--- config.mk ---
export PLATFORM = sky130hd
export DESIGN_NAME = repairmb_initiator_flat
export DESIGN_NICKNAME = d
export VERILOG_FILES = /design/src/rtl/repairmb_initiator_if.sv /design/src/rtl/repairmb_initiator.sv /design/src/flat_wrapper.sv
export SDC_FILE = /design/constraint.sdc
export NUM_CORES = 1
export LEC_CHECK = 0
export BUFFER_PORTS_ARGS = -buffer_cell sky130_fd_sc_hd__clkbuf_2
export CAP_MARGIN = 20
export CORE_MARGIN = 2
export CORE_UTILIZATION = 37
export CTS_CLUSTER_DIAMETER = 30
export CTS_CLUSTER_SIZE = 20
export DETAILED_ROUTE_END_ITERATION = 7
export GPL_ROUTABILITY_DRIVEN = 0
export PLACE_DENSITY = 0.54
export SYNTH_ARGS = -nofsm -noshare
export SYNTH_HDL_FRONTEND = slang
export SYNTH_SLANG_ARGS = --single-unit
--- constraint.sdc ---
create_clock -name CLK -period 2.2 [get_ports CLK]
set_input_delay 0.22 -clock CLK [delete_from_list [all_inputs] [get_ports CLK]]
set_output_delay 0.22 -clock CLK [all_outputs]
set_load 0.03 [all_outputs]
--- src/rtl/repairmb_initiator_if.sv ---
// Sideband message and lane-test handshake bundle for the REPAIRMB initiator.
// The master modport is the initiator's view; the slave modport faces the sideband and lane tester.
interface repairmb_initiator_if;
  logic       i_Busy_SideBand;
  logic       i_falling_edge_busy;
  logic [3:0] i_RX_SbMessage;
  logic       i_msg_valid;
  logic       i_Start_Repeater;
  logic [1:0] i_Lanes_Result;
  logic       i_Lanes_Result_valid;
  logic       o_Start_Lane_Test;
  logic       o_Done_Repeater;
  logic [3:0] o_TX_SbMessage;
  logic       o_ValidOutData;
  logic [1:0] o_msg_info_Lanes;

  modport master (
    input  i_Busy_SideBand, i_falling_edge_busy, i_RX_SbMessage, i_msg_valid,
    input  i_Start_Repeater, i_Lanes_Result, i_Lanes_Result_valid,
    output o_Start_Lane_Test, o_Done_Repeater, o_TX_SbMessage, o_ValidOutData,
    output o_msg_info_Lanes
  );

  modport slave (
    output i_Busy_SideBand, i_falling_edge_busy, i_RX_SbMessage, i_msg_valid,
    output i_Start_Repeater, i_Lanes_Result, i_Lanes_Result_valid,
    input  o_Start_Lane_Test, o_Done_Repeater, o_TX_SbMessage, o_ValidOutData,
    input  o_msg_info_Lanes
  );
endinterface

--- src/rtl/repairmb_initiator.sv ---
// MBINIT.REPAIRMB initiator: start handshake, lane test, degrade apply with one partner repeat,
// end handshake. All outputs are registered and decoded from the next state.
module repairmb_initiator #(
  parameter int unsigned TIMEOUT_CYCLES = 16'd8000,
  parameter int unsigned GUARD_CYCLES   = 4,
  parameter int unsigned CNT_W          = 16
) (
  input  logic                 CLK,
  input  logic                 rst_n,
  input  logic                 MBINIT_REVERSALMB_end,
  repairmb_initiator_if.master sb,
  output logic [1:0]           o_Functional_Lanes,
  output logic                 o_train_error,
  output logic                 o_MBINIT_REPAIRMB_end
);
  localparam int unsigned GW = (GUARD_CYCLES > 1) ? $clog2(GUARD_CYCLES) : 1;

  localparam logic [3:0] MsgStartReq  = 4'd1;
  localparam logic [3:0] MsgStartResp = 4'd2;
  localparam logic [3:0] MsgEndReq    = 4'd3;
  localparam logic [3:0] MsgEndResp   = 4'd4;
  localparam logic [3:0] MsgDegReq    = 4'd5;
  localparam logic [3:0] MsgDegResp   = 4'd6;

  typedef enum logic [3:0] {
    StIdle, StBusyStart, StStartReq, StWaitStartResp, StLaneTest, StBusyDegrade, StDegradeReq,
    StWaitDegradeResp, StDecide, StBusyEnd, StEndReq, StWaitEndResp, StDone, StError
  } state_e;

  state_e           state_q, state_d;
  logic [CNT_W-1:0] cnt_q, cnt_d;
  logic [GW-1:0]    gcnt_q, gcnt_d;
  logic [1:0]       lanes_q, lanes_d;
  logic [1:0]       func_q, func_d;
  logic [3:0]       tx_q, tx_d;
  logic [1:0]       info_q, info_d;
  logic             rep_q, rep_d;
  logic             valid_q, valid_d;
  logic             slt_q, slt_d;
  logic             drep_q, drep_d;
  logic             err_q, err_d;
  logic             end_q, end_d;
  logic             timeout, entering;

  function automatic logic got(input logic v, input logic [3:0] rx, input logic [3:0] code);
    return v && (rx == code);
  endfunction

  always_comb begin
    state_d = state_q;
    lanes_d = lanes_q;
    rep_d   = rep_q;
    timeout = (cnt_q == CNT_W'(TIMEOUT_CYCLES - 1));
    unique case (state_q)
      StIdle:        state_d = StBusyStart;
      StBusyStart:   if (!sb.i_Busy_SideBand) state_d = StStartReq;
      StStartReq:    if (sb.i_falling_edge_busy) state_d = StWaitStartResp;
      StWaitStartResp: begin
        // A response arriving on the timeout cycle still wins.
        if (got(sb.i_msg_valid, sb.i_RX_SbMessage, MsgStartResp)) state_d = StLaneTest;
        else if (timeout) state_d = StError;
      end
      StLaneTest: begin
        if (sb.i_Lanes_Result_valid) begin
          lanes_d = sb.i_Lanes_Result;
          state_d = (sb.i_Lanes_Result == 2'b00) ? StError : StBusyDegrade;
        end else if (timeout) begin
          state_d = StError;
        end
      end
      StBusyDegrade: if (!sb.i_Busy_SideBand) state_d = StDegradeReq;
      StDegradeReq:  if (sb.i_falling_edge_busy) state_d = StWaitDegradeResp;
      StWaitDegradeResp: begin
        if (got(sb.i_msg_valid, sb.i_RX_SbMessage, MsgDegResp)) state_d = StDecide;
        else if (timeout) state_d = StError;
      end
      StDecide: begin
        if (sb.i_Start_Repeater) begin
          if (rep_q) begin
            state_d = StError;
          end else begin
            rep_d   = 1'b1;
            state_d = StLaneTest;
          end
        end else if (gcnt_q == GW'(GUARD_CYCLES - 1)) begin
          state_d = StBusyEnd;
        end
      end
      StBusyEnd:     if (!sb.i_Busy_SideBand) state_d = StEndReq;
      StEndReq:      if (sb.i_falling_edge_busy) state_d = StWaitEndResp;
      StWaitEndResp: begin
        if (got(sb.i_msg_valid, sb.i_RX_SbMessage, MsgEndResp)) state_d = StDone;
        else if (timeout) state_d = StError;
      end
      StDone, StError: ;
      default:       state_d = StIdle;
    endcase

    if (!MBINIT_REVERSALMB_end) begin
      state_d = StIdle;
      rep_d   = 1'b0;
    end

    entering = (state_d != state_q);
    if (entering || !(state_q inside {StWaitStartResp, StLaneTest, StWaitDegradeResp,
                                       StWaitEndResp})) begin
      cnt_d = '0;
    end else begin
      cnt_d = cnt_q + CNT_W'(1);
    end
    gcnt_d = (entering || state_q != StDecide) ? '0 : gcnt_q + GW'(1);

    func_d = (state_q == StWaitDegradeResp && state_d == StDecide) ? lanes_q : func_q;

    valid_d = entering && (state_d inside {StStartReq, StDegradeReq, StEndReq});
    slt_d   = entering && (state_d == StLaneTest);
    drep_d  = (state_q == StLaneTest) && (state_d == StBusyDegrade) && rep_q;
    err_d   = (state_d == StError);
    end_d   = (state_d == StDone);

    tx_d   = tx_q;
    info_d = info_q;
    if (state_d == StIdle) begin
      tx_d   = '0;
      info_d = '0;
    end else if (entering) begin
      case (state_d)
        StStartReq:   tx_d = MsgStartReq;
        StDegradeReq: begin
          tx_d   = MsgDegReq;
          info_d = lanes_q;
        end
        StEndReq:     tx_d = MsgEndReq;
        default:      ;
      endcase
    end
  end

  always_ff @(posedge CLK or negedge rst_n) begin
    if (!rst_n) begin
      state_q <= StIdle;
      cnt_q   <= '0;
      gcnt_q  <= '0;
      lanes_q <= 2'b00;
      func_q  <= 2'b11;
      tx_q    <= '0;
      info_q  <= '0;
      rep_q   <= 1'b0;
      valid_q <= 1'b0;
      slt_q   <= 1'b0;
      drep_q  <= 1'b0;
      err_q   <= 1'b0;
      end_q   <= 1'b0;
    end else begin
      state_q <= state_d;
      cnt_q   <= cnt_d;
      gcnt_q  <= gcnt_d;
      lanes_q <= lanes_d;
      func_q  <= func_d;
      tx_q    <= tx_d;
      info_q  <= info_d;
      rep_q   <= rep_d;
      valid_q <= valid_d;
      slt_q   <= slt_d;
      drep_q  <= drep_d;
      err_q   <= err_d;
      end_q   <= end_d;
    end
  end

  assign sb.o_Start_Lane_Test  = slt_q;
  assign sb.o_Done_Repeater    = drep_q;
  assign sb.o_TX_SbMessage     = tx_q;
  assign sb.o_ValidOutData     = valid_q;
  assign sb.o_msg_info_Lanes   = info_q;
  assign o_Functional_Lanes    = func_q;
  assign o_train_error         = err_q;
  assign o_MBINIT_REPAIRMB_end = end_q;
endmodule

--- src/flat_wrapper.sv ---
// flat-port wrapper written by rule: the top's interface ports become plain ports
module repairmb_initiator_flat 
#(
  parameter int unsigned TIMEOUT_CYCLES = 16'd8000,
  parameter int unsigned GUARD_CYCLES   = 4,
  parameter int unsigned CNT_W          = 16
)
  (CLK, rst_n, MBINIT_REVERSALMB_end, o_Functional_Lanes, o_train_error, o_MBINIT_REPAIRMB_end, sb_i_Busy_SideBand, sb_i_falling_edge_busy, sb_i_RX_SbMessage, sb_i_msg_valid, sb_i_Start_Repeater, sb_i_Lanes_Result, sb_i_Lanes_Result_valid, sb_o_Start_Lane_Test, sb_o_Done_Repeater, sb_o_TX_SbMessage, sb_o_ValidOutData, sb_o_msg_info_Lanes);
  repairmb_initiator_if sb_i ();
  input  logic CLK;
  input  logic rst_n;
  input  logic MBINIT_REVERSALMB_end;
  output logic [1:0] o_Functional_Lanes;
  output logic o_train_error;
  output logic o_MBINIT_REPAIRMB_end;
  input wire logic [$bits(sb_i.i_Busy_SideBand)-1:0] sb_i_Busy_SideBand;
  input wire logic [$bits(sb_i.i_falling_edge_busy)-1:0] sb_i_falling_edge_busy;
  input wire logic [$bits(sb_i.i_RX_SbMessage)-1:0] sb_i_RX_SbMessage;
  input wire logic [$bits(sb_i.i_msg_valid)-1:0] sb_i_msg_valid;
  input wire logic [$bits(sb_i.i_Start_Repeater)-1:0] sb_i_Start_Repeater;
  input wire logic [$bits(sb_i.i_Lanes_Result)-1:0] sb_i_Lanes_Result;
  input wire logic [$bits(sb_i.i_Lanes_Result_valid)-1:0] sb_i_Lanes_Result_valid;
  output wire logic [$bits(sb_i.o_Start_Lane_Test)-1:0] sb_o_Start_Lane_Test;
  output wire logic [$bits(sb_i.o_Done_Repeater)-1:0] sb_o_Done_Repeater;
  output wire logic [$bits(sb_i.o_TX_SbMessage)-1:0] sb_o_TX_SbMessage;
  output wire logic [$bits(sb_i.o_ValidOutData)-1:0] sb_o_ValidOutData;
  output wire logic [$bits(sb_i.o_msg_info_Lanes)-1:0] sb_o_msg_info_Lanes;
  assign sb_i.i_Busy_SideBand = sb_i_Busy_SideBand;
  assign sb_i.i_falling_edge_busy = sb_i_falling_edge_busy;
  assign sb_i.i_RX_SbMessage = sb_i_RX_SbMessage;
  assign sb_i.i_msg_valid = sb_i_msg_valid;
  assign sb_i.i_Start_Repeater = sb_i_Start_Repeater;
  assign sb_i.i_Lanes_Result = sb_i_Lanes_Result;
  assign sb_i.i_Lanes_Result_valid = sb_i_Lanes_Result_valid;
  assign sb_o_Start_Lane_Test = sb_i.o_Start_Lane_Test;
  assign sb_o_Done_Repeater = sb_i.o_Done_Repeater;
  assign sb_o_TX_SbMessage = sb_i.o_TX_SbMessage;
  assign sb_o_ValidOutData = sb_i.o_ValidOutData;
  assign sb_o_msg_info_Lanes = sb_i.o_msg_info_Lanes;
  repairmb_initiator #(.TIMEOUT_CYCLES(TIMEOUT_CYCLES), .GUARD_CYCLES(GUARD_CYCLES), .CNT_W(CNT_W)) u_core (.CLK(CLK), .rst_n(rst_n), .MBINIT_REVERSALMB_end(MBINIT_REVERSALMB_end), .sb(sb_i), .o_Functional_Lanes(o_Functional_Lanes), .o_train_error(o_train_error), .o_MBINIT_REPAIRMB_end(o_MBINIT_REPAIRMB_end));
endmodule
Word level (Yosys, flattened, before mapping)
Index checks and enable logic that the tools add are counted.
{"block": "totals", "out_inout_bits": 13, "word_cells": 97, "ff_bits": 38, "inputBits": 14}
{"block": "op_classes", "n_eq_ne": 30, "mux": 28, "n_addsub": 2, "n_reduce_logical": 24}
{"op": "4-bit 2-to-1 mux", "n": 18}
{"op": "4-bit case mux with 13 select lines", "n": 1}
{"op": "4-bit == test, second input constant", "n": 10}
{"op": "4-bit by 3-bit == test with 1-bit output, second input constant", "n": 9}
{"op": "16-bit by 1-bit adder with 16-bit output, second input constant", "n": 1}
{"op": "16-bit by 13-bit == test with 1-bit output, second input constant", "n": 1}
{"op": "4-bit by 2-bit == test with 1-bit output, second input constant", "n": 4}
{"op": "16-bit 2-to-1 mux", "n": 1}
{"op": "4-bit case mux with 3 select lines", "n": 1}
{"op": "1-bit logical AND", "n": 8}
{"op": "4-bit zero test", "n": 2}
{"op": "2-bit 2-to-1 mux", "n": 4}
{"op": "2-bit AND reduction", "n": 4}
{"op": "4-bit nonzero test", "n": 2}
{"op": "4-bit by 1-bit == test with 1-bit output, second input constant", "n": 1}
{"op": "2-bit by 1-bit != test with 1-bit output, second input constant", "n": 2}
{"op": "4-bit != test", "n": 1}
{"op": "4-bit != test, second input constant", "n": 1}
{"op": "2-bit nonzero test", "n": 2}
{"op": "1-bit 2-to-1 mux", "n": 3}
{"op": "3-bit nonzero test", "n": 1}
{"op": "2-bit by 1-bit adder with 2-bit output, second input constant", "n": 1}
{"op": "2-bit == test, second input constant", "n": 1}
{"op": "2-bit zero test", "n": 1}
{"op": "other kinds (3)", "n": 4}

Longest topological paths before layout
Gate-level depths: netlist (run 1).
{"block": "depth", "word_depth": 9, "mapped_depth": 10, "depth_no_buf": 7}

Least setup slack after synthesis (run 1)
OpenSTA, ideal clock, no wires.
{"block": "synth_path", "kind": "register to register", "startpoint": "reg u_core.gcnt_q[0]", "endpoint": "reg u_core.cnt_q[14]", "setup_ns": 0.083, "arrival_time_ns": 1.902, "path_buffers": 2, "path_stages_with_launch": 10, "setup_slack_ns": 0.214, "synth_period_minus_slack_ns": 1.986, "t_required_ns": 2.117, "path_cell_list": "dfrtp_1 > ha_1 > mux2_2 > a21oi_1 > o211a_2 > o2bb2ai_1 > or3_1 > buf_6 > buf_6 > nor3_2"}
{"block": "synth_via", "elab_chain_len": 8}
{"item": "start, declared", "line": "repairmb_initiator.sv:32", "text": "logic [GW-1:0] gcnt_q, gcnt_d;"}
{"item": "start signal, assigned", "line": "repairmb_initiator.sv:157", "text": "gcnt_q <= gcnt_d;"}
{"item": "2-bit == test", "line": "repairmb_initiator.sv:85", "text": "end else if (gcnt_q == GW'(GUARD_CYCLES - 1)) begin"}
{"item": "4-bit 2-to-1 mux", "line": "repairmb_initiator.sv:85"}
{"item": "4-bit 2-to-1 mux", "line": "repairmb_initiator.sv:78", "text": "if (sb.i_Start_Repeater) begin"}
{"item": "4-bit case mux with 13 select lines", "line": "repairmb_initiator.sv:54", "text": "unique case (state_q)"}
{"item": "4-bit 2-to-1 mux", "line": "repairmb_initiator.sv:99", "text": "if (!MBINIT_REVERSALMB_end) begin"}
{"item": "4-bit != test", "line": "repairmb_initiator.sv:104", "text": "entering = (state_d != state_q);"}
{"item": "1-bit logical OR", "line": "repairmb_initiator.sv:105", "text": "if (entering || !(state_q inside {StWaitStartResp, StLaneTest, StWaitDegradeResp,"}
{"item": "16-bit 2-to-1 mux", "line": "repairmb_initiator.sv:105"}
{"item": "via u_core.cnt_d[14]", "line": "repairmb_initiator.sv:31", "text": "logic [CNT_W-1:0] cnt_q, cnt_d;"}
{"item": "end signal, assigned", "line": "repairmb_initiator.sv:156", "text": "cnt_q <= cnt_d;"}
{"item": "end, declared", "line": "repairmb_initiator.sv:31"}
The timed path passes the listed nets, and every way through them passes these cells.
A chain may end at the register's enable or synchronous reset.

Final worst setup path (run 1)
{"block": "layout_path", "startpoint": "reg u_core.state_q[1]", "endpoint": "reg u_core.drep_q (netlist: u_core.sb.o_Done_Repeater)"}
{"block": "layout_via", "elab_chain_len": 7, "elab_cells_between_ends": 33, "classes_between": "14 x eq/ne; 15 x mux; 4 x reduce/logical"}
{"item": "start, declared", "line": "repairmb_initiator.sv:30", "text": "state_e state_q, state_d;"}
{"item": "start signal, assigned", "line": "repairmb_initiator.sv:141", "text": "state_q <= StIdle;"}
{"item": "start signal, assigned", "line": "repairmb_initiator.sv:155", "text": "state_q <= state_d;"}
{"item": "4-bit == test, or another cell as far along", "line": "repairmb_initiator.sv:54"}
{"item": "2-bit OR reduction, or another cell as far along", "line": "repairmb_initiator.sv:54"}
{"item": "4-bit case mux with 13 select lines", "line": "repairmb_initiator.sv:54"}
{"item": "4-bit 2-to-1 mux", "line": "repairmb_initiator.sv:99"}
{"item": "4-bit by 3-bit == test with 1-bit output", "line": "repairmb_initiator.sv:117", "text": "drep_d = (state_q == StLaneTest) && (state_d == StBusyDegrade) && rep_q;"}
{"item": "1-bit logical AND (*) (2 in a row)", "line": "repairmb_initiator.sv:117"}
{"item": "via u_core.drep_d", "line": "repairmb_initiator.sv:40", "text": "logic drep_q, drep_d;"}
{"item": "end signal, assigned", "line": "repairmb_initiator.sv:165", "text": "drep_q <= drep_d;"}
{"item": "end, declared", "line": "repairmb_initiator.sv:40"}
Mark *: on every way through the listed nets, which the timed path passes. The rest lies on a longest branch.

==> results of run 1 <==
==> cell usage after synthesis (all sizes together), types with 2 or more instances <==
cell type  number
nand2b          2
or3             2
a21oi           7
nand4           5
o21ai           7
dfstp           2
xor2           11
nand2          12
and4            3
nor4b           6
o22ai           2
dfrtp          35
nor4bb          2
a2bb2oi         4
nand3          10
nor3           19
nor3b           4
o211a           2
mux2            5
nand3b          2
clkbuf          2
and3b           2
a31oi           2
xnor2           4
a21o            2
nor4            2
and3            4
or3b            2
and2            2
nor2           20
mux2i           2
nor2b           2
ha              2
buf            11
==> through the flow <==
stage | hold slack, ns | setup TNS [ns]
6_report | 0.0509 | 0
5_1_grt | 0.142 | 0
3_3_place_gp | 0.397 | 0
2_1_floorplan | -0.0756 | 0
3_5_place_dp | 0.398 | -0.0453
4_1_cts | 0.0899 | 0
==> final cells by class <==
type / instances / area [um2]
multi-input combinational: 165 / 1180
sequential: 37 / 932
clock inverter: 1 / 7.51
fill: 594 / 3190
timing repair buffer: 52 / 340
tap: 75 / 93.8
clock buffer: 7 / 76.3
inverter: 1 / 3.75
==> per-layer routing <==
metal  share of wire (%)  vias to the layer above  routed length, um  GRT usage, %
met4                 1.5                        0                 72          5.76
li1                    -                      881                  -             -
met3                 3.0                        8                150          3.67
met1                  48                      844               2390          22.3
met5                   0                        -                  0             0
met2                  47                       26               2320          25.6
==> worst max-delay path, delay by kind of cell (launching register included) <==
kind / cells / cell delay (ns)
and+or+nand+nor: 4 / 1.19
AOI/OAI and AO/OA: 1 / 0.27
buffers and inverters: 1 / 0.17
DFF: 1 / 0.38
==> cells by family (layout without fill, tap and decap cells) <==
| kind of cell | Yosys count | in the layout | share of synthesized area, % |
|---|---|---|---|
| AND/OR/NAND/NOR | 105 | 105 | 30.5 |
| flip-flops | 37 | 37 | 42.2 |
| AO/OA/AOI/OAI | 35 | 35 | 11.1 |
| XOR/XNOR | 15 | 15 | 5.98 |
| buffers and inverters | 14 | 61 | 5.41 |
| multiplexers | 7 | 7 | 3.47 |
| adder cells (fa/ha/maj) | 2 | 2 | 1.14 |
| other | 1 | 1 | 0.171 |
==> repair_timing <==
item / 4_1_cts / 5_1_grt
endpoints found under the setup margin: 10 / 19
resized for setup: 2 / 6
buffers inserted: 0 / 5
pin swaps: 0 / 1
==> how the worst max path moves through the flow <==
stage                                 start                         to  slack [ns]  cells after the start
after floorplan            u_core.gcnt_q[0]           u_core.cnt_q[14]        0.21                      9
after global placement    u_core.state_q[3]            u_core.cnt_q[3]        0.02                      7
after detailed placement  u_core.state_q[3]            u_core.cnt_q[5]       -0.04                      7
after CTS                 u_core.state_q[0]            u_core.cnt_q[5]        0.03                      8
after global routing      u_core.state_q[3]            u_core.cnt_q[5]        0.01                      8
final                     u_core.state_q[1]  u_core.sb.o_Done_Repeater        0.10                      6
==> power by group through the flow <==
| stage | Combinational (mW) | Clock, mW | Sequential [mW] |
|---|---|---|---|
| floorplan | 0.150 | 0 | 0.722 |
| global placement | 0.228 | 0 | 0.724 |
| detailed placement | 0.229 | 0 | 0.725 |
| CTS | 0.230 | 0.477 | 0.712 |
| global route | 0.261 | 0.496 | 0.715 |
| finish | 0.236 | 0.457 | 0.713 |
==> sequential cells by signal, summed over array words and instances, names as in the netlist <==
register	flops
u_core.o_train_error	1
u_core.o_MBINIT_REPAIRMB_end	1
u_core.rep_q	1
u_core.lanes_q	2
u_core.cnt_q	16
u_core.o_Functional_Lanes	2
u_core.sb.o_ValidOutData	1
u_core.sb.o_TX_SbMessage	3
u_core.state_q	4
u_core.sb.o_msg_info_Lanes	2
u_core.gcnt_q	2
u_core.sb.o_Done_Repeater	1
u_core.sb.o_Start_Lane_Test	1
==> parameters.txt, run 1 <==
Parameter                              Value

Clock network
  CTS Buf Count    5
  Clock tree from TritonCTS    done
  Clock-pin slew of the registers on the worst-case setup and hold paths    0.07 ns
  Number of buffers between clock root and the deepest sink    2
  Hold-fix buffers at CTS    0
  Level count of the clock H-tree    2
  Clock root buffer    sky130_fd_sc_hd__clkbuf_8
  Insertion delay of the later-clocked pin in the worst-skew pair    0.28 ns
  Sink count of the clock tree    37

Run status
  Result of the run    finished clean

Synth
  Share of the synthesized area in the top cell type    39.8%
  Top area cells in the synthesized netlist    sky130_fd_sc_hd__dfrtp_1 (40%), sky130_fd_sc_hd__xor2_1 (4.4%), sky130_fd_sc_hd__nor3_2 (4.1%), sky130_fd_sc_hd__buf_6 (4.1%), sky130_fd_sc_hd__nor2_1 (3.4%)
  Mean Syn Cell Area    10.2 um2
  Dominant register cell in the synthesized netlist    sky130_fd_sc_hd__dfrtp_1
  Count of yosys warnings during synthesis    0
  Count of state elements after synthesis    37
  Synth unique cells    58
  Count of mapped cells out of synthesis    216
  Register area share after synthesis    42.2%
  Post-synth EDFFs    0
  Proportion of synthesized flip-flops having asynchronous set or reset    100%
  Net count after synthesis    232
  Post-synth design cell area    2200 um2
  Library cell occupying the most area in the post-synthesis netlist    sky130_fd_sc_hd__dfrtp_1

Placement
  Post-Place Setup Slack    -0.0381 ns
  Post-DP Area    2480 um2
  Port buffer count    25
  Dpl cells    325
  HPWL after DPL    3510 um

Worst setup path
  Required time of the worst setup path    2.41 ns
  Worst path arrival time    2.31 ns
  Worst reg-to-reg path cell count    6
  Crit Path Category    reg2reg
  Worst path slowest cell    sky130_fd_sc_hd__or4b_1
  Worst-path maximum fanout    10
  Setup crit end kind    flip-flop
  Slowest stage delay, CP    0.51 ns
  FF-to-FF setup slack    0.10 ns
  Cell breakdown of the critical path    buf_4 > or4b_1 > o211a_1 > nor4_4 > nand3_2 > nor3_2
  Reg2Reg Launch Point    u_core.state_q[1]
  Worst Setup Start Kind    flip-flop
  Worst r2r dst    u_core.sb.o_Done_Repeater

Die
  Full die area    6570 um2
  Die height    81.1 um
  Placeable core area    5820 um2
  Starting Density    37.8%
  Rows    28
  Die width    81.1 um
  # IOs    27

Routing
  Total wirelength of the detailed-routed design    4940 um
  Average wire length per cell after detail routing    14.6 um
  Total via count in the routed design    1,759
  Router iterations before antenna repair    4
  Detailed-route DRC error count    0
  Via count normalized by instance count    5.20
  Routed Antenna Nets    0
  DRC violation total after the first TritonRoute iteration    121

Power and ir drop
  Share of total power in the clock network    32.5%
  Leakage power    1.14 nW
  Reported net switching power    385 uW
  Combinational group share of total power    16.8%
  Overall power consumption    1.40 mW
  Ratio of total power to cell area    534 nW/um2
  Max IR drop VDD    343 uV
  Sw Share    27.4%
  Part of the total power dissipated in sequential elements    50.7%
  Cell Int Power    1.02 mW

STA
  Final setup violation count    0
  Transition at the pin with the smallest max-transition slack    0.903 ns
  Achievable frequency    476 MHz
  Period minus WS final    2.10 ns
  Final max-slew violation count    0
  Worst setup slack after layout    0.100 ns
  Fin crit share    95.5%
  Number of hold violations in the final report    0
  Post-route clock skew    0.00390 ns
  Setup repair after global routing missed its margin    false
  Worst max-slew margin expressed relative to the limit    39.8%

Cells and area
  Number of non-filler instances in the completed layout    338
  Commonest non-fill, non-tap cells in the layout    sky130_fd_sc_hd__dfrtp_1 (32), sky130_fd_sc_hd__clkbuf_2 (25), sky130_fd_sc_hd__buf_4 (25)
  Core occupancy in the finished layout    45.2%
  Post-layout net count    278
  Design area    2630 um2
  Most common library cell in the layout ignoring fill and taps    sky130_fd_sc_hd__dfrtp_1
  Share of final-layout standard cells stronger than drive strength 1    34.6%
  Ant. Diodes    0
  Area Overhead vs Synth    19.6%

GRT
  Total global routing track utilization    16.4%
  Vias in the first global route    1,714
  Largest net degree at the start of global routing    38
  Global-route wire length before repair    8290 um
  Remaining Overflow, GRT    0
  Number of antenna violations at the first check in global routing    0

Hold path
  Classification of the worst-slack hold path    in2async

Job
  Max-cap violations    0
Note: power is estimated with default switching activity, not from simulation.
==> inputs of run 2 (changes only) <==
--- a/config.mk
+++ b/config.mk
@@ -5,6 +5,7 @@
 export SDC_FILE = /design/constraint.sdc
 export NUM_CORES = 1
 export LEC_CHECK = 0
+export ABC_AREA = 1
 export BUFFER_PORTS_ARGS = -buffer_cell sky130_fd_sc_hd__clkbuf_2
 export CAP_MARGIN = 20
 export CORE_MARGIN = 2
==> parameters.txt, run 2 <==
Parameter                              Value

Cells and area
  Share of final-layout standard cells stronger than drive strength 1    31.6% (was 34.6%)
  Max reg flops    16 (unchanged)
  Ant. Diodes    0 (unchanged)
  Area Overhead vs Synth    21.3% (was 19.6%)
  Commonest non-fill, non-tap cells in the layout    sky130_fd_sc_hd__nand2_1 (61), sky130_fd_sc_hd__inv_1 (35), sky130_fd_sc_hd__nor2_1 (34) (was sky130_fd_sc_hd__dfrtp_1 (32), sky130_fd_sc_hd__clkbuf_2 (25), sky130_fd_sc_hd__buf_4 (25))
  Post-layout net count    347 (was 278)
  Most common library cell in the layout ignoring fill and taps    sky130_fd_sc_hd__nand2_1 (was sky130_fd_sc_hd__dfrtp_1)
  Core occupancy in the finished layout    46.1% (was 45.2%)
  Top reg by flops    u_core.cnt_q (unchanged)
  Design area    2700 um2 (was 2630 um2)

Clock network
  Clock tree from TritonCTS    done (unchanged)
  Level count of the clock H-tree    2 (unchanged)
  Number of buffers between clock root and the deepest sink    2 (unchanged)
  Sink count of the clock tree    37 (unchanged)
  CTS Buf Count    5 (unchanged)
  Clock-pin slew of the registers on the worst-case setup and hold paths    0.08 ns (was 0.07 ns)
  Clock root buffer    sky130_fd_sc_hd__clkbuf_8 (unchanged)
  Insertion delay of the later-clocked pin in the worst-skew pair    0.29 ns (was 0.28 ns)

Worst setup path
  Beginning of the critical path    u_core.state_q[2] (was u_core.state_q[1])
  Setup crit end kind    flip-flop (unchanged)
  Worst path slowest cell    sky130_fd_sc_hd__dfrtp_2 (was sky130_fd_sc_hd__or4b_1)
  Slowest stage delay, CP    0.47 ns (was 0.51 ns)
  Worst path arrival time    2.28 ns (was 2.31 ns)
  Crit Path Category    reg2reg (unchanged)
  Worst Setup Start Kind    flip-flop (unchanged)
  Reg2Reg Launch Point    u_core.state_q[2] (was u_core.state_q[1])
  Required time of the worst setup path    2.42 ns (was 2.41 ns)
  Crit path top cell by count    sky130_fd_sc_hd__nand2_1
  Worst-path maximum fanout    8 (was 10)
  Cell breakdown of the critical path    inv_2 > nand2_2 > nor2_2 > nand2_1 > nand2_1 > inv_2 > nand2_1 > nand2_1 > nand2_2 > nand2_2 > nand2_1 > nand2_1 > nor2_4 > nand3_4 > buf_12 > nor2_1 (was buf_4 > or4b_1 > o211a_1 > nor4_4 > nand3_2 > nor3_2)

STA
  Worst setup slack after layout    0.137 ns (was 0.100 ns)
  Post-route setup TNS    0 ns (unchanged)
  Worst max-slew margin expressed relative to the limit    56.9% (was 39.8%)
  Final max-slew violation count    0 (unchanged)
  Post-route clock skew    0.00483 ns (was 0.00390 ns)
  Achievable frequency    485 MHz (was 476 MHz)
  Number of hold violations in the final report    0 (unchanged)
  Final setup violation count    0 (unchanged)
  Period minus WS final    2.06 ns (was 2.10 ns)
  Transition at the pin with the smallest max-transition slack    0.647 ns (was 0.903 ns)
  Fin crit share    93.8% (was 95.5%)
  Post-Route Hold Slack    0.195 ns (was 0.0509 ns)

Synth
  Share of the synthesized area in the top cell type    39.4% (was 39.8%)
  Cell with the most instances after synthesis    sky130_fd_sc_hd__nand2_1 (was sky130_fd_sc_hd__dfrtp_1)
  Proportion of synthesized area in mux cells    0% (was 3.47%)
  Post-synth EDFFs    0 (unchanged)
  Dominant register cell in the synthesized netlist    sky130_fd_sc_hd__dfrtp_1 (unchanged)
  Register area share after synthesis    41.7% (was 42.2%)
  Fraction of the mapped netlist area in adder cells    1.12% (was 1.14%)
  Top area cells in the synthesized netlist    sky130_fd_sc_hd__dfrtp_1 (39%), sky130_fd_sc_hd__nand2_1 (11%), sky130_fd_sc_hd__nor2_1 (6.6%), sky130_fd_sc_hd__inv_1 (6.1%), sky130_fd_sc_hd__nor2_4 (6.1%) (was sky130_fd_sc_hd__dfrtp_1 (40%), sky130_fd_sc_hd__xor2_1 (4.4%), sky130_fd_sc_hd__nor3_2 (4.1%), sky130_fd_sc_hd__buf_6 (4.1%), sky130_fd_sc_hd__nor2_1 (3.4%))
  Post-synth design cell area    2220 um2 (was 2200 um2)
  Library cell occupying the most area in the post-synthesis netlist    sky130_fd_sc_hd__dfrtp_1 (unchanged)
  Count of yosys warnings during synthesis    0 (unchanged)
  Mean Syn Cell Area    7.70 um2 (was 10.2 um2)
  Count of mapped cells out of synthesis    289 (was 216)
  Complex-gate fraction of the synthesized area    6.07% (was 11.1%)
  Xor and xnor fraction of the mapped netlist area    3.54% (was 5.98%)
  Most frequent cells after synthesis    sky130_fd_sc_hd__nand2_1 (64), sky130_fd_sc_hd__nor2_1 (39), sky130_fd_sc_hd__inv_1 (36), sky130_fd_sc_hd__dfrtp_1 (35), sky130_fd_sc_hd__nand3_1 (26) (was sky130_fd_sc_hd__dfrtp_1 (35), sky130_fd_sc_hd__nor2_1 (20), sky130_fd_sc_hd__nand2_1 (12), sky130_fd_sc_hd__xor2_1 (11))
  Combinational family with the most area after synthesis    simple AND/OR/NAND/NOR gates (unchanged)
  Net count after synthesis    305 (was 232)
  Proportion of synthesized flip-flops having asynchronous set or reset    100% (unchanged)
  Synth unique cells    31 (was 58)
  Count of state elements after synthesis    37 (unchanged)
  Fraction of the mapped netlist area in simple logic gates    38.5% (was 30.5%)

Routing
  Total via count in the routed design    1,896 (was 1,759)
  Via count normalized by instance count    4.66 (was 5.20)
  Router iterations before antenna repair    4 (unchanged)
  Detailed-route DRC error count    0 (unchanged)
  Total wirelength of the detailed-routed design    4890 um (was 4940 um)
  Average wire length per cell after detail routing    12.0 um (was 14.6 um)
  Routed Antenna Nets    0 (unchanged)
  DRC violation total after the first TritonRoute iteration    61 (was 121)

GRT
  Total global routing track utilization    16.1% (was 16.4%)
  Remaining Overflow, GRT    0 (unchanged)
  Number of antenna violations at the first check in global routing    0 (unchanged)
  Largest net degree at the start of global routing    27 (was 38)
  Global-route wire length before repair    8290 um (about the same)
  Vias in the first global route    1,835 (was 1,714)

Die
  # IOs    27 (unchanged)
  Die width    81.5 um (was 81.1 um)
  Rows    28 (unchanged)
  Full die area    6650 um2 (was 6570 um2)
  Starting Density    38.0% (was 37.8%)
  Die height    81.5 um (was 81.1 um)
  Placeable core area    5850 um2 (was 5820 um2)

Placement
  Post-DP Area    2490 um2 (was 2480 um2)
  Post-Place Setup Slack    0.0448 ns (was -0.0381 ns)
  Port buffer count    25 (unchanged)
  HPWL after DPL    3810 um (was 3510 um)

Power and ir drop
  Max IR drop VDD    322 uV (was 343 uV)
  Ratio of total power to cell area    551 nW/um2 (was 534 nW/um2)
  Leakage power    1.34 nW (was 1.14 nW)

Hold path
  Classification of the worst-slack hold path    in2reg (was in2async)
  Worst Min Path Start    sb_i_Lanes_Result[0]

Job
  Max-cap violations    0 (unchanged)

Run status
  Result of the run    finished clean (unchanged)
## run 2: layer usage
| layer | GRT usage, % | wire length, um | share of wire, % |
|---|---|---|---|
| met1 | 20.7 | 2260 | 46 |
| met2 | 27.0 | 2430 | 50 |
| met3 | 3.08 | 113 | 2.3 |
| met4 | 5.59 | 84 | 1.7 |
| met5 | 0 | 0 | 0 |
## run 2: layout make-up
| type | count | area (um2) |
|---|---|---|
| Tap cell | 75 | 93.8 |
| Clock buffer | 5 | 68.8 |
| Fill cell | 569 | 3150 |
| Multi-Input combinational cell | 206 | 1170 |
| Clock inverter | 3 | 17.5 |
| Sequential cell | 37 | 933 |
| Inverter | 43 | 165 |
| Timing Repair Buffer | 38 | 250 |
## run 2: cells by family after synthesis
| logic type | Yosys count |
|---|---|
| and+or+nand+nor | 170 |
| xor gates and xnor gates | 9 |
| other | 1 |
| DFF | 37 |
| AOI/OAI and AO/OA | 24 |
| buffers and inverters | 46 |
| adders and majority gates | 2 |
## run 2: final timing paths
path / endpoint / slack, ns / cells after the start
max in group asynchronous: u_core.cnt_q[5] / 1.14 / 3
setup reg to reg: u_core.cnt_q[0] / 0.14 / 16
setup / recovery: u_core.cnt_q[0] / 0.14 / 16
min in group asynchronous: u_core.cnt_q[14] / 0.50 / 2
hold reg to reg: u_core.gcnt_q[0] / 0.44 / 1
hold / removal: u_core.lanes_q[0] / 0.20 / 3
## run 2: through the flow
step | power (mW) | std cells
after floorplan | 0.908 | 289
after global placement | 0.990 | 393
after detailed placement | 0.992 | 393
after CTS | 1.47 | 402
after global routing | 1.57 | 407
final | 1.49 | 407
## run 2: worst max-delay path, delay by kind of cell, from the launching register on
kind	cells	cell delay, ns
flip-flops	1	0.47
buffers and inverters	3	0.26
AND/OR/NAND/NOR	13	1.26
## run 2: repair_timing
| action | in CTS | in global routing |
|---|---|---|
| endpoints found under the hold margin | 22 | 0 |
| gates resized for setup | 0 | 26 |
| setup endpoints to repair | 0 | 24 |
| hold buffers | 1 | 0 |
| buffers inserted | 0 | 5 |
## run 2: report_power, final
part	internal, mW	leakage (nW)	switching [mW]	total, mW
logic	0.0998	0.805	0.192	0.292
registers	0.699	0.490	0.0218	0.721
clock network	0.219	0.0439	0.256	0.474
